$ cat src/rtl/shrimp_execute_if.sv
`default_nettype none
// ============================================================================
// Module   : shrimp_execute_if
// Purpose  : Operation handshake and register-file write bundle of the execute stage.
// Revision : 1.0
// ============================================================================
interface shrimp_execute_if #(
    parameter int WIDTH  = 8,
    parameter int ADDR_W = 4
);
    logic              in_valid;
    logic              in_ready;
    logic [3:0]        in_op;
    logic [ADDR_W-1:0] in_dst;
    logic [WIDTH-1:0]  in_a;
    logic [WIDTH-1:0]  in_b;
    logic              wb_enable;
    logic [ADDR_W-1:0] wb_addr;
    logic [WIDTH-1:0]  wb_val;
    logic              flag_z;
    logic              flag_c;
    logic              busy;

    modport master (
        output in_valid, in_op, in_dst, in_a, in_b,
        input  in_ready, wb_enable, wb_addr, wb_val, flag_z, flag_c, busy
    );

    modport slave (
        input  in_valid, in_op, in_dst, in_a, in_b,
        output in_ready, wb_enable, wb_addr, wb_val, flag_z, flag_c, busy
    );
endinterface

`default_nettype wire

$ cat src/rtl/shrimp_execute.sv
`default_nettype none
// ============================================================================
// Module   : shrimp_execute
// Purpose  : ALU execute stage feeding the register-file write port; the
//            multi-cycle shift-add MUL exists only when SHRIMP_MUL_EN is defined.
// Revision : 1.0
// ============================================================================
module shrimp_execute #(
    parameter int WIDTH  = 8,
    parameter int ADDR_W = 4
) (
    input  logic               clock,
    input  logic               reset,
    shrimp_execute_if.slave    bus
);
    localparam logic [3:0] C_OP_ADD = 4'd0;
    localparam logic [3:0] C_OP_SUB = 4'd1;
    localparam logic [3:0] C_OP_AND = 4'd2;
    localparam logic [3:0] C_OP_OR  = 4'd3;
    localparam logic [3:0] C_OP_XOR = 4'd4;
    localparam logic [3:0] C_OP_SHL = 4'd5;
    localparam logic [3:0] C_OP_SHR = 4'd6;
    localparam logic [3:0] C_OP_MOV = 4'd7;

    logic [WIDTH:0]    w_sum;
    logic [WIDTH:0]    w_diff;
    logic [WIDTH-1:0]  w_result;
    logic              w_carry;
    logic              w_writes;
    logic              w_ready;
    logic              w_busy;
    logic              w_accept;

    logic              r_wb_enable;
    logic [ADDR_W-1:0] r_wb_addr;
    logic [WIDTH-1:0]  r_wb_val;
    logic              r_flag_z;
    logic              r_flag_c;

    assign w_sum    = {1'b0, bus.in_a} + {1'b0, bus.in_b};
    assign w_diff   = {1'b0, bus.in_a} - {1'b0, bus.in_b};
    assign w_accept = bus.in_valid && w_ready;

    // Single-cycle ALU; MUL and NOP opcodes fall to default (no immediate writeback).
    always_comb begin
        w_result = '0;
        w_carry  = 1'b0;
        w_writes = 1'b1;
        case (bus.in_op)
            C_OP_ADD: begin w_result = w_sum[WIDTH-1:0];  w_carry = w_sum[WIDTH];  end
            C_OP_SUB: begin w_result = w_diff[WIDTH-1:0]; w_carry = w_diff[WIDTH]; end
            C_OP_AND: w_result = bus.in_a & bus.in_b;
            C_OP_OR:  w_result = bus.in_a | bus.in_b;
            C_OP_XOR: w_result = bus.in_a ^ bus.in_b;
            C_OP_SHL: begin w_result = {bus.in_a[WIDTH-2:0], 1'b0}; w_carry = bus.in_a[WIDTH-1]; end
            C_OP_SHR: begin w_result = {1'b0, bus.in_a[WIDTH-1:1]}; w_carry = bus.in_a[0];       end
            C_OP_MOV: w_result = bus.in_b;
            default:  w_writes = 1'b0;
        endcase
    end

`ifdef SHRIMP_MUL_EN
    localparam logic [3:0] C_OP_MUL = 4'd8;
    localparam int         CNT_W    = (WIDTH > 1) ? $clog2(WIDTH) : 1;

    typedef enum logic [0:0] {
        S_IDLE = 1'b0,
        S_MUL  = 1'b1
    } state_t;

    state_t            r_state;
    state_t            w_state_next;
    logic [WIDTH-1:0]  r_acc;
    logic [WIDTH-1:0]  r_a_shift;
    logic [WIDTH-1:0]  r_b_shift;
    logic [CNT_W-1:0]  r_count;
    logic [ADDR_W-1:0] r_mul_dst;
    logic [WIDTH-1:0]  w_acc_next;
    logic              w_mul_start;
    logic              w_mul_last;

    assign w_ready     = (r_state == S_IDLE);
    assign w_busy      = (r_state == S_MUL);
    assign w_mul_start = w_accept && (bus.in_op == C_OP_MUL);
    assign w_mul_last  = w_busy && (r_count == CNT_W'(WIDTH - 1));
    assign w_acc_next  = r_acc + (r_b_shift[0] ? r_a_shift : '0);

    always_ff @(posedge clock or posedge reset) begin
        if (reset) r_state <= S_IDLE;
        else       r_state <= w_state_next;
    end

    always_comb begin
        w_state_next = r_state;
        case (r_state)
            S_IDLE:  if (w_mul_start) w_state_next = S_MUL;
            S_MUL:   if (w_mul_last)  w_state_next = S_IDLE;
            default: w_state_next = S_IDLE;
        endcase
    end

    always_ff @(posedge clock or posedge reset) begin
        if (reset) begin
            r_acc     <= '0;
            r_a_shift <= '0;
            r_b_shift <= '0;
            r_count   <= '0;
            r_mul_dst <= '0;
        end else if (w_mul_start) begin
            r_acc     <= '0;
            r_a_shift <= bus.in_a;
            r_b_shift <= bus.in_b;
            r_count   <= '0;
            r_mul_dst <= bus.in_dst;
        end else if (w_busy) begin
            r_acc     <= w_acc_next;
            r_a_shift <= {r_a_shift[WIDTH-2:0], 1'b0};
            r_b_shift <= {1'b0, r_b_shift[WIDTH-1:1]};
            r_count   <= r_count + 1'b1;
        end
    end
`else
    assign w_ready = 1'b1;
    assign w_busy  = 1'b0;
`endif

    // Writeback register: one-cycle strobe; address/value/flags hold between results.
    always_ff @(posedge clock or posedge reset) begin
        if (reset) begin
            r_wb_enable <= 1'b0;
            r_wb_addr   <= '0;
            r_wb_val    <= '0;
            r_flag_z    <= 1'b0;
            r_flag_c    <= 1'b0;
        end else begin
            r_wb_enable <= 1'b0;
            if (w_accept && w_writes) begin
                r_wb_enable <= 1'b1;
                r_wb_addr   <= bus.in_dst;
                r_wb_val    <= w_result;
                r_flag_z    <= (w_result == '0);
                r_flag_c    <= w_carry;
            end
`ifdef SHRIMP_MUL_EN
            else if (w_mul_last) begin
                r_wb_enable <= 1'b1;
                r_wb_addr   <= r_mul_dst;
                r_wb_val    <= w_acc_next;
                r_flag_z    <= (w_acc_next == '0);
                r_flag_c    <= 1'b0;
            end
`endif
        end
    end

    assign bus.in_ready  = w_ready;
    assign bus.busy      = w_busy;
    assign bus.wb_enable = r_wb_enable;
    assign bus.wb_addr   = r_wb_addr;
    assign bus.wb_val    = r_wb_val;
    assign bus.flag_z    = r_flag_z;
    assign bus.flag_c    = r_flag_c;
endmodule

`default_nettype wire

$ cat src/flat_wrapper.sv
// flat-port wrapper written by rule: the top's interface ports become plain ports
module shrimp_execute_flat 
#(
    parameter int WIDTH  = 8,
    parameter int ADDR_W = 4
)
  (clock, reset, bus_in_valid, bus_in_op, bus_in_dst, bus_in_a, bus_in_b, bus_in_ready, bus_wb_enable, bus_wb_addr, bus_wb_val, bus_flag_z, bus_flag_c, bus_busy);
  shrimp_execute_if #(.WIDTH(WIDTH), .ADDR_W(ADDR_W)) bus_i ();
  input  logic clock;
  input  logic reset;
  input wire logic [$bits(bus_i.in_valid)-1:0] bus_in_valid;
  input wire logic [$bits(bus_i.in_op)-1:0] bus_in_op;
  input wire logic [$bits(bus_i.in_dst)-1:0] bus_in_dst;
  input wire logic [$bits(bus_i.in_a)-1:0] bus_in_a;
  input wire logic [$bits(bus_i.in_b)-1:0] bus_in_b;
  output wire logic [$bits(bus_i.in_ready)-1:0] bus_in_ready;
  output wire logic [$bits(bus_i.wb_enable)-1:0] bus_wb_enable;
  output wire logic [$bits(bus_i.wb_addr)-1:0] bus_wb_addr;
  output wire logic [$bits(bus_i.wb_val)-1:0] bus_wb_val;
  output wire logic [$bits(bus_i.flag_z)-1:0] bus_flag_z;
  output wire logic [$bits(bus_i.flag_c)-1:0] bus_flag_c;
  output wire logic [$bits(bus_i.busy)-1:0] bus_busy;
  assign bus_i.in_valid = bus_in_valid;
  assign bus_i.in_op = bus_in_op;
  assign bus_i.in_dst = bus_in_dst;
  assign bus_i.in_a = bus_in_a;
  assign bus_i.in_b = bus_in_b;
  assign bus_in_ready = bus_i.in_ready;
  assign bus_wb_enable = bus_i.wb_enable;
  assign bus_wb_addr = bus_i.wb_addr;
  assign bus_wb_val = bus_i.wb_val;
  assign bus_flag_z = bus_i.flag_z;
  assign bus_flag_c = bus_i.flag_c;
  assign bus_busy = bus_i.busy;
  shrimp_execute #(.WIDTH(WIDTH), .ADDR_W(ADDR_W)) u_core (.clock(clock), .reset(reset), .bus(bus_i));
endmodule
$ cat config.mk
export PLATFORM = sky130hd
export DESIGN_NAME = shrimp_execute_flat
export DESIGN_NICKNAME = d
export VERILOG_FILES = /design/src/rtl/shrimp_execute_if.sv /design/src/rtl/shrimp_execute.sv /design/src/flat_wrapper.sv
export SDC_FILE = /design/constraint.sdc
export NUM_CORES = 1
export LEC_CHECK = 0
export CAP_MARGIN = 20
export CORE_MARGIN = 5
export CORE_UTILIZATION = 56
export DETAILED_ROUTE_END_ITERATION = 10
export PLACE_DENSITY = 0.86
export SLEW_MARGIN = 20
export SYNTH_ARGS = -nofsm -noshare
export SYNTH_HDL_FRONTEND = slang
export SYNTH_SLANG_ARGS = --single-unit
$ cat constraint.sdc
create_clock -name clock -period 1.1 [get_ports clock]
set_input_delay 0.22 -clock clock [delete_from_list [all_inputs] [get_ports clock]]
set_output_delay 0.22 -clock clock [all_outputs]
set_load 0.02 [all_outputs]
==> results.sh, run 1 <==
export IMPL_run_status="aborted with a tool error"
export IMPL_lastStage="clock tree synthesis"
export IMPL_first_error="[ERROR DPL-0038] Utilization greater than 100%, impossible to legalize"
export IMPL_dp_cells=413
export IMPL_synth_flop_cell="sky130_fd_sc_hd__dfrtp_1"
export IMPL_synth_ff_latch_count=15
export IMPL_start_util_pct=57.9
export IMPL_placement_io_buffers=41
export IMPL_detailedPlace_worstSlack_ps=-1580
export IMPL_detailedPlacementHpwl_mm=5.88
export IMPL_rows=22
export IMPL_max_clock_path_buffers=2
export IMPL_cts_htree_levels=1
export IMPL_tritoncts_num_buffers=3
export IMPL_gp_routability_congestion=0.968
export IMPL_cts_repair_resized=189
export IMPL_die_h_um=71.5
export IMPL_root_buffer="sky130_fd_sc_hd__clkbuf_8"
export IMPL_number_of_enable_type_register_cells_in_the_synthesized_netlist=0
export IMPL_synth_distinct_cells=68
export IMPL_synth_async_reset_ratio_pct=100
export IMPL_mean_area_per_synthesized_cell_um2=8.34
export IMPL_num_io_pins=44
export IMPL_cts_hold_buffers=0
export IMPL_postSynthNetCount=307
export IMPL_synth_cells=254
export IMPL_synth_seq_area_share_pct=17.7
export IMPL_post_cts_setup_buffer_count=23
export IMPL_die_w_um=71.5
export IMPL_mappedNetlistArea_mm2=0.00212
export IMPL_numClockSinks=15
export IMPL_synth_yosys_warnings=0
-- metrics by stage --
stage / instance area, um^2 / hold WS [ps] / setup TNS (ps)
after floorplan: 2200 / 121 / -5560
after detailed placement: 3180 / 468 / -18560
after global placement: 3180 / 456 / -17090
-- cells in the mapped netlist, types with 2 or more instances --
library cell	instances	area, um^2
sky130_fd_sc_hd__nand2_1	29	109
sky130_fd_sc_hd__inv_1	28	105
sky130_fd_sc_hd__ha_1	24	300
sky130_fd_sc_hd__nor2_1	21	78.8
sky130_fd_sc_hd__o21ai_0	16	80.1
sky130_fd_sc_hd__dfrtp_1	15	375
sky130_fd_sc_hd__a21oi_1	13	65.1
sky130_fd_sc_hd__buf_6	7	78.8
sky130_fd_sc_hd__mux2i_1	6	60.1
sky130_fd_sc_hd__nor2b_1	6	37.5
sky130_fd_sc_hd__mux4_2	5	113
sky130_fd_sc_hd__nand2b_1	4	25.0
sky130_fd_sc_hd__a211oi_1	3	22.5
sky130_fd_sc_hd__a31oi_1	3	18.8
sky130_fd_sc_hd__xnor2_1	3	26.3
sky130_fd_sc_hd__a21o_1	2	15.0
sky130_fd_sc_hd__a311oi_1	2	17.5
sky130_fd_sc_hd__and3_1	2	12.5
sky130_fd_sc_hd__buf_2	2	10.0
sky130_fd_sc_hd__buf_4	2	15.0
sky130_fd_sc_hd__clkbuf_1	2	7.51
sky130_fd_sc_hd__clkbuf_8	2	27.5
sky130_fd_sc_hd__conb_1	2	7.51
sky130_fd_sc_hd__fa_1	2	40.0
sky130_fd_sc_hd__nand3_1	2	10.0
sky130_fd_sc_hd__nor3_1	2	10.0
sky130_fd_sc_hd__nor3b_1	2	15.0
sky130_fd_sc_hd__nor4_1	2	12.5
sky130_fd_sc_hd__o211ai_1	2	15.0
sky130_fd_sc_hd__o21bai_1	2	15.0
sky130_fd_sc_hd__o31ai_1	2	15.0
sky130_fd_sc_hd__or2_2	2	12.5
sky130_fd_sc_hd__xor2_1	2	17.5
-- cell families after synthesis --
group / share of synthesized area [%]
AND/OR/NAND/NOR: 20.7
adder cells (fa/ha/maj): 16.1
multiplexers: 9.39
buffers and inverters: 12.5
other: 0.354
flip-flops: 17.7
AO/OA/AOI/OAI: 21.3
XOR/XNOR: 2.07
==> inputs of run 2 (changes only) <==
Settings changed: CORE_UTILIZATION 56 to 40, PLACE_DENSITY 0.86 to default, PLACE_DENSITY_LB_ADDON from default to 0.15.
==> run 2 against run 1 <==
Against the previous run: the flow now finishes, with violations (setup timing); area after synthesis stayed put; synthesized cell count did not move.
==> results.sh, run 2 <==
export IMPL_run_status="complete, but fails checks"
export IMPL_failed_checks="setup timing"
export IMPL_met1_length_mm=2.90
export IMPL_p_switching_uw=1080
export IMPL_grt_remaining_overflow=0
export IMPL_die_w_um=82.8
export IMPL_cts_tree="done"
export IMPL_worst_setup_path_end_kind="flip-flop"
export IMPL_final_antenna_net_count=0
export IMPL_worstPathCellList="buf_12 > ha_4 > fa_2 > buf_4 > buf_4 > nor2b_4 > xnor2_2 > a221oi_2 > a21oi_2 > and4_1 > a41o_1"
export IMPL_worst_ir_drop_vdd_mv=0.501
export IMPL_numClockSinks=15
export IMPL_most_frequent_cells_in_the_layout="88 x sky130_fd_sc_hd__buf_4, 27 x sky130_fd_sc_hd__nand2_1, 22 x sky130_fd_sc_hd__buf_2, 21 x sky130_fd_sc_hd__buf_6, 17 x sky130_fd_sc_hd__nor2_1"
export IMPL_layout_worst_path_cycle_share_pct=173
export IMPL_antenna_cells=0
export IMPL_final_setup_viol_count=10
export IMPL_critical_path_max_stage_delay_ps=350
export IMPL_crit_slowest_cell="sky130_fd_sc_hd__fa_2"
export IMPL_fin_tns_setup_ps=-6010
export IMPL_power_sequential_fraction_pct=23.1
export IMPL_detailedPlacementHpwl_mm=5.19
export IMPL_synth_cells=254
export IMPL_synthTopCellsByCount="29 x sky130_fd_sc_hd__nand2_1, 28 x sky130_fd_sc_hd__inv_1, 24 x sky130_fd_sc_hd__ha_1"
export IMPL_postLayoutSetupSlackWorst_ps=-799
export IMPL_share_comb_of_total_power_pct=61.9
export IMPL_start_util_pct=41.2
export IMPL_max_slew_margin_rel_pct=54.7
export IMPL_number_of_enable_type_register_cells_in_the_synthesized_netlist=0
export IMPL_postSynthNetCount=307
export IMPL_most_used_standard_cell_by_instance_count_after_synthesis="sky130_fd_sc_hd__nand2_1"
export IMPL_hold_viol_final=0
export IMPL_synth_async_reset_ratio_pct=100
export IMPL_worstMarginPinSlew_ps=672
export IMPL_fmax_ghz=0.527
export IMPL_timing_critical_path_required_ps=1230
export IMPL_worst_setup_hold_path_clk_slew_ps=50
export IMPL_synth_area_top_cells="sky130_fd_sc_hd__dfrtp_1 18%, sky130_fd_sc_hd__ha_1 14%, sky130_fd_sc_hd__mux4_2 5.3%"
export IMPL_final_nets=448
export IMPL_rows=26
export IMPL_layout_area_overhead_vs_synth_pct=80.9
export IMPL_finalMaxSlewViolations=0
export IMPL_power_share_switching_pct=37.9
export IMPL_synth_flop_cell="sky130_fd_sc_hd__dfrtp_1"
export IMPL_power_density_mw_per_mm2=746
export IMPL_first_global_vias=2461
export IMPL_mappedNetlistArea_mm2=0.00212
export IMPL_max_clock_path_buffers=2
export IMPL_final_area_mm2=0.00383
export IMPL_total_length_of_routed_met2_wires_mm=4.04
export IMPL_tritoncts_num_buffers=3
export IMPL_detail_route_vias_per_cell=5.23
export IMPL_detailed_router_s_first_iteration_violation_count=121
export IMPL_post_route_cells_drive_above_1_share_pct=60.4
export IMPL_layout_filler_cells=403
export IMPL_cts_hold_buffers=0
export IMPL_timing_critical_path_fanout_max=3
export IMPL_synth_seq_area_share_pct=17.7
export IMPL_layout_commonest_cell="sky130_fd_sc_hd__buf_4"
export IMPL_root_buffer="sky130_fd_sc_hd__clkbuf_8"
export IMPL_detailedPlace_worstSlack_ps=-1610
export IMPL_worst_skew_pair_late_latency_ps=240
export IMPL_finalCoreUtilization_pct=74.6
export IMPL_dr_pass1_iters=4
export IMPL_core_mm2=0.00514
export IMPL_largest_register_ffs=8
export IMPL_gp_routability_congestion=0.959
export IMPL_clock_power_share_pct=15.0
export IMPL_post_dp_cell_area_mm2=0.00323
export IMPL_critical_path_top_cell_by_count="sky130_fd_sc_hd__buf_4"
export IMPL_grt_first_pass_wirelength_mm=11.6
export IMPL_holdCritPathClass="in2async"
export IMPL_cts_htree_levels=1
export IMPL_die_h_um=82.8
export IMPL_finalWorstPathRequiredPeriod_ps=1900
export IMPL_yosys_area_top_type="sky130_fd_sc_hd__dfrtp_1"
export IMPL_vias=2427
export IMPL_critPathLaunchType="input pin"
export IMPL_highest_signal_layer="met4"
export IMPL_num_io_pins=44
export IMPL_p_leak_uw=0.00181
export IMPL_maximum_capacitance_violations=0
export IMPL_initial_antenna_violation_count=0
export IMPL_whs_ps=274
export IMPL_synth_distinct_cells=68
export IMPL_drc_errors=0
export IMPL_crit_arrival_ps=2030
export IMPL_path_buf_inv=3
export IMPL_placement_io_buffers=41
export IMPL_crit_family="adder cells"
export IMPL_mean_area_per_synthesized_cell_um2=8.34
export IMPL_synth_ff_latch_count=15
export IMPL_fin_skew_ps=0
export IMPL_met3RoutedLength_um=469
export IMPL_grt_max_degree=16
export IMPL_gr_usage_all_layers_pct=22.1
export IMPL_synth_top_cell_area_share_pct=17.7
export IMPL_post_drt_wl_per_cell_um=16.9
export IMPL_synth_yosys_warnings=0
export IMPL_routed_wirelength_mm=7.83
export IMPL_die_area_mm2=0.00686
export IMPL_rsz0062_at_grt="true"
export IMPL_power_internal_uw=1780
export IMPL_crit_type="in2reg"
[run 2: cell counts after synthesis]
Identical to the previous run, type by type.
[run 2: worst min-delay path, delay by kind of cell]
kind	cells	cell delay, ps
buffers and inverters	3	650
[run 2: logic make-up after synthesis]
kind of cell / synth area share [%]
XOR/XNOR: 2.07
multiplexers: 9.39
flip-flops: 17.7
adder cells (fa/ha/maj): 16.1
buffers and inverters: 12.5
AND/OR/NAND/NOR: 20.7
other: 0.354
AO/OA/AOI/OAI: 21.3
[run 2: final cells by class]
type / count / area, um^2 / area share, %
clock buffer: 4 / 45.0 / 1.17
inverter: 28 / 131 / 3.43
multi-input combinational: 195 / 1950 / 50.8
sequential: 15 / 375 / 9.79
tap: 70 / 87.6 / 2.28
timing repair buffer: 151 / 1240 / 32.4
timing repair inverter: 1 / 5.00 / 0.131
[run 2: repair_timing]
action | 4_1_cts | 5_1_grt
pin swaps | 38 | 38
endpoints found under the setup margin | 30 | 22
gates cloned | 3 | 0
setup buffers | 13 | 12
resized for setup | 197 | 54
[run 2: power groups by stage]
stage | Sequential (uW) | Combinational (uW) | Clock [uW]
6_report | 659 | 1770 | 429
5_1_grt | 671 | 1900 | 464
4_1_cts | 662 | 1650 | 444
3_5_place_dp | 673 | 1450 | 0
3_3_place_gp | 670 | 1430 | 0
2_1_floorplan | 767 | 656 | 0
[run 2: worst paths after layout]
check                                                         to  slack, ps  cells past startpoint                             start
min in group clock              u_core.bus.wb_val[2]$_DFFE_PP0P_        470                      2  u_core.bus.wb_val[2]$_DFFE_PP0P_
worst max-delay path               u_core.bus.flag_z$_DFFE_PP0P_       -800                     11                       bus_in_a[0]
max in group asynchronous          u_core.bus.flag_c$_DFFE_PP0P_        650                      3                             reset
worst max register to register     u_core.bus.flag_c$_DFFE_PP0P_        250                      3     u_core.bus.flag_c$_DFFE_PP0P_
worst min-delay path            u_core.bus.wb_val[0]$_DFFE_PP0P_        270                      3                             reset
worst min register to register  u_core.bus.wb_val[2]$_DFFE_PP0P_        470                      2  u_core.bus.wb_val[2]$_DFFE_PP0P_
[run 2: stage by stage]
step / std cells / power, uW
final: 464 / 2860
after global routing: 464 / 3030
after CTS: 456 / 2750
after detailed placement: 438 / 2120
after global placement: 438 / 2100
after floorplan: 254 / 1420
[run 2: per-layer routing]
layer | global-route usage (%) | vias up
met5 | 0 | -
met4 | 9.15 | 0
met3 | 1.62 | 33
met2 | 41.5 | 91
met1 | 25.5 | 1137
li1 | - | 1166
(Power assumes the default switching activity.)
==> inputs of run 3 (changes only) <==
Settings changed: CELL_PAD_IN_SITES_DETAIL_PLACEMENT from default to 0, CELL_PAD_IN_SITES_GLOBAL_PLACEMENT from default to 1.
==> run 3 against run 2 <==
Against the previous run: the flow still finishes with violations (setup timing); critical path depth is 2 lower; critical path type unchanged; sequential power hardly changed; utilization is 1.9 points lower; setup slack worse by 36 ps; clock power hardly changed; count of clock-buffer cells in the layout is 1 lower; final cell count is 1.9% lower; non-clock buffer count is 8 lower; cell area is 2.5% lower.
==> results.sh, run 3 (synthesis results as in run 2) <==
export IMPL_run_status="complete, but fails checks"
export IMPL_failed_checks="setup timing"
export IMPL_fmax_ghz=0.517
export IMPL_layout_worst_path_cycle_share_pct=176
export IMPL_vias=2305
export IMPL_worst_setup_path_end_kind="flip-flop"
export IMPL_start_util_pct=41.2
export IMPL_placement_io_buffers=41
export IMPL_initial_antenna_violation_count=0
export IMPL_root_buffer="sky130_fd_sc_hd__clkbuf_8"
export IMPL_hold_viol_final=0
export IMPL_finalCoreUtilization_pct=72.7
export IMPL_rows=26
export IMPL_tritoncts_num_buffers=3
export IMPL_num_io_pins=44
export IMPL_post_route_cells_drive_above_1_share_pct=59.0
export IMPL_die_area_mm2=0.00686
export IMPL_layout_area_overhead_vs_synth_pct=76.3
export IMPL_worst_setup_hold_path_clk_slew_ps=60
export IMPL_worst_skew_pair_late_latency_ps=240
export IMPL_crit_type="in2reg"
export IMPL_final_antenna_net_count=0
export IMPL_rr_endpoint="u_core.bus.flag_z$_DFFE_PP0P_"
export IMPL_numClockSinks=15
export IMPL_timing_critical_path_fanout_max=3
export IMPL_final_area_mm2=0.00374
export IMPL_detailedPlacementHpwl_mm=5.34
export IMPL_dr_pass1_iters=4
export IMPL_post_drt_wl_per_cell_um=16.0
export IMPL_post_dp_cell_area_mm2=0.00320
export IMPL_holdCritPathClass="in2async"
export IMPL_fin_skew_ps=0
export IMPL_p_leak_uw=0.00176
export IMPL_critical_path_max_stage_delay_ps=400
export IMPL_max_clock_path_buffers=2
export IMPL_rsz0062_at_grt="true"
export IMPL_endpoint="u_core.bus.flag_z$_DFFE_PP0P_"
export IMPL_reg2regPathDepth=2
export IMPL_grt_first_pass_wirelength_mm=11.2
export IMPL_whs_ps=286
export IMPL_die_h_um=82.8
export IMPL_core_mm2=0.00514
export IMPL_layout_commonest_cell="sky130_fd_sc_hd__buf_4"
export IMPL_timing_critical_path_required_ps=1280
export IMPL_final_setup_viol_count=10
export IMPL_reg2reg_setup_slack_ps=290
export IMPL_grt_max_degree=16
export IMPL_final_nets=439
export IMPL_crit_slowest_cell="sky130_fd_sc_hd__fa_2"
export IMPL_worstPathCellList="buf_2 > buf_4 > fa_2 > a211oi_2 > nor2_1 > xor2_1 > a221oi_2 > and4_1 > a41o_1"
export IMPL_gp_routability_congestion=0.920
export IMPL_finalWorstPathRequiredPeriod_ps=1940
export IMPL_routed_wirelength_mm=7.30
export IMPL_most_frequent_cells_in_the_layout="85 x sky130_fd_sc_hd__buf_4, 24 x sky130_fd_sc_hd__nand2_1, 20 x sky130_fd_sc_hd__buf_2, 18 x sky130_fd_sc_hd__nor2_1, 16 x sky130_fd_sc_hd__buf_6"
export IMPL_cts_htree_levels=1
export IMPL_crit_arrival_ps=2120
export IMPL_largest_register_ffs=8
export IMPL_detail_route_vias_per_cell=5.07
export IMPL_detailed_router_s_first_iteration_violation_count=86
export IMPL_maximum_capacitance_violations=0
export IMPL_drc_errors=0
export IMPL_antenna_cells=0
export IMPL_critPathLaunchType="input pin"
export IMPL_grt_remaining_overflow=0
export IMPL_r2r_start="u_core.bus.flag_z$_DFFE_PP0P_"
export IMPL_setup_worst_path_start="bus_in_b[1]"
export IMPL_die_w_um=82.8
export IMPL_first_global_vias=2352
export IMPL_finalMaxSlewViolations=0
export IMPL_power_density_mw_per_mm2=746
export IMPL_cts_tree="done"
export IMPL_gr_usage_all_layers_pct=21.6
export IMPL_postLayoutSetupSlackWorst_ps=-835
export IMPL_worst_ir_drop_vdd_mv=0.617
run 3: cell type report:
class	count	area, um^2
Inverter	28	123
Clock buffer	3	41.3
Multi-Input combinational cell	195	1930
Timing Repair Buffer	143	1170
Fill cell	414	1400
Sequential cell	15	375
Clock inverter	1	5.00
Tap cell	70	87.6
run 3: worst min-delay path by stage:
stage / from / to / slack (ps) / depth (start not counted)
2_1_floorplan: reset / u_core.bus.flag_c$_DFFE_PP0P_ / 120 / 1
3_3_place_gp: u_core.bus.wb_addr[3]$_DFFE_PP0P_ / u_core.bus.wb_addr[3]$_DFFE_PP0P_ / 460 / 2
3_5_place_dp: u_core.bus.wb_addr[2]$_DFFE_PP0P_ / u_core.bus.wb_addr[2]$_DFFE_PP0P_ / 460 / 2
4_1_cts: reset / u_core.bus.flag_z$_DFFE_PP0P_ / 290 / 3
5_1_grt: reset / u_core.bus.wb_val[6]$_DFFE_PP0P_ / 310 / 3
6_report: reset / u_core.bus.flag_z$_DFFE_PP0P_ / 290 / 3
run 3: stage by stage:
step	power [uW]	setup WS, ps	setup TNS [ps]	std cells
CTS	2710	-986	-6510	452
global route	2970	-889	-6160	455
finish	2790	-835	-5570	455
floorplan	1420	-800	-5560	254
global placement	2090	-1550	-17320	435
detailed placement	2100	-1680	-17850	435
run 3: where the power goes:
part	switching (uW)	leakage, uW	total [uW]	internal [uW]
combinational	842	0.00155	1700	856
clock	177	0.0000255	427	250
sequential	34.2	0.000189	661	627
total	1050	0.00176	2790	1730
run 3: routing by layer:
| metal | up-vias | global-route usage [%] | share of wire [%] |
|---|---|---|---|
| li1 | 1151 | - | - |
| met1 | 1082 | 26.8 | 42 |
| met2 | 58 | 39.5 | 52 |
| met3 | 14 | 1.30 | 4.4 |
| met4 | 0 | 7.35 | 2.2 |
| met5 | - | 0 | 0 |
run 3: repair_timing:
action,in CTS,in global routing
resized for setup,176,55
setup endpoints to repair,30,21
pin swaps,41,36
gates cloned,1,0
hold buffers,0,0
setup buffers,14,4
run 3: worst max-delay path, delay by kind of cell:
kind                     cells  cell delay (ps)
AND/OR/NAND/NOR              2              350
adder cells (fa/ha/maj)      1              400
buffers and inverters        2              260
AO/OA/AOI/OAI                3              710
XOR/XNOR                     1              160
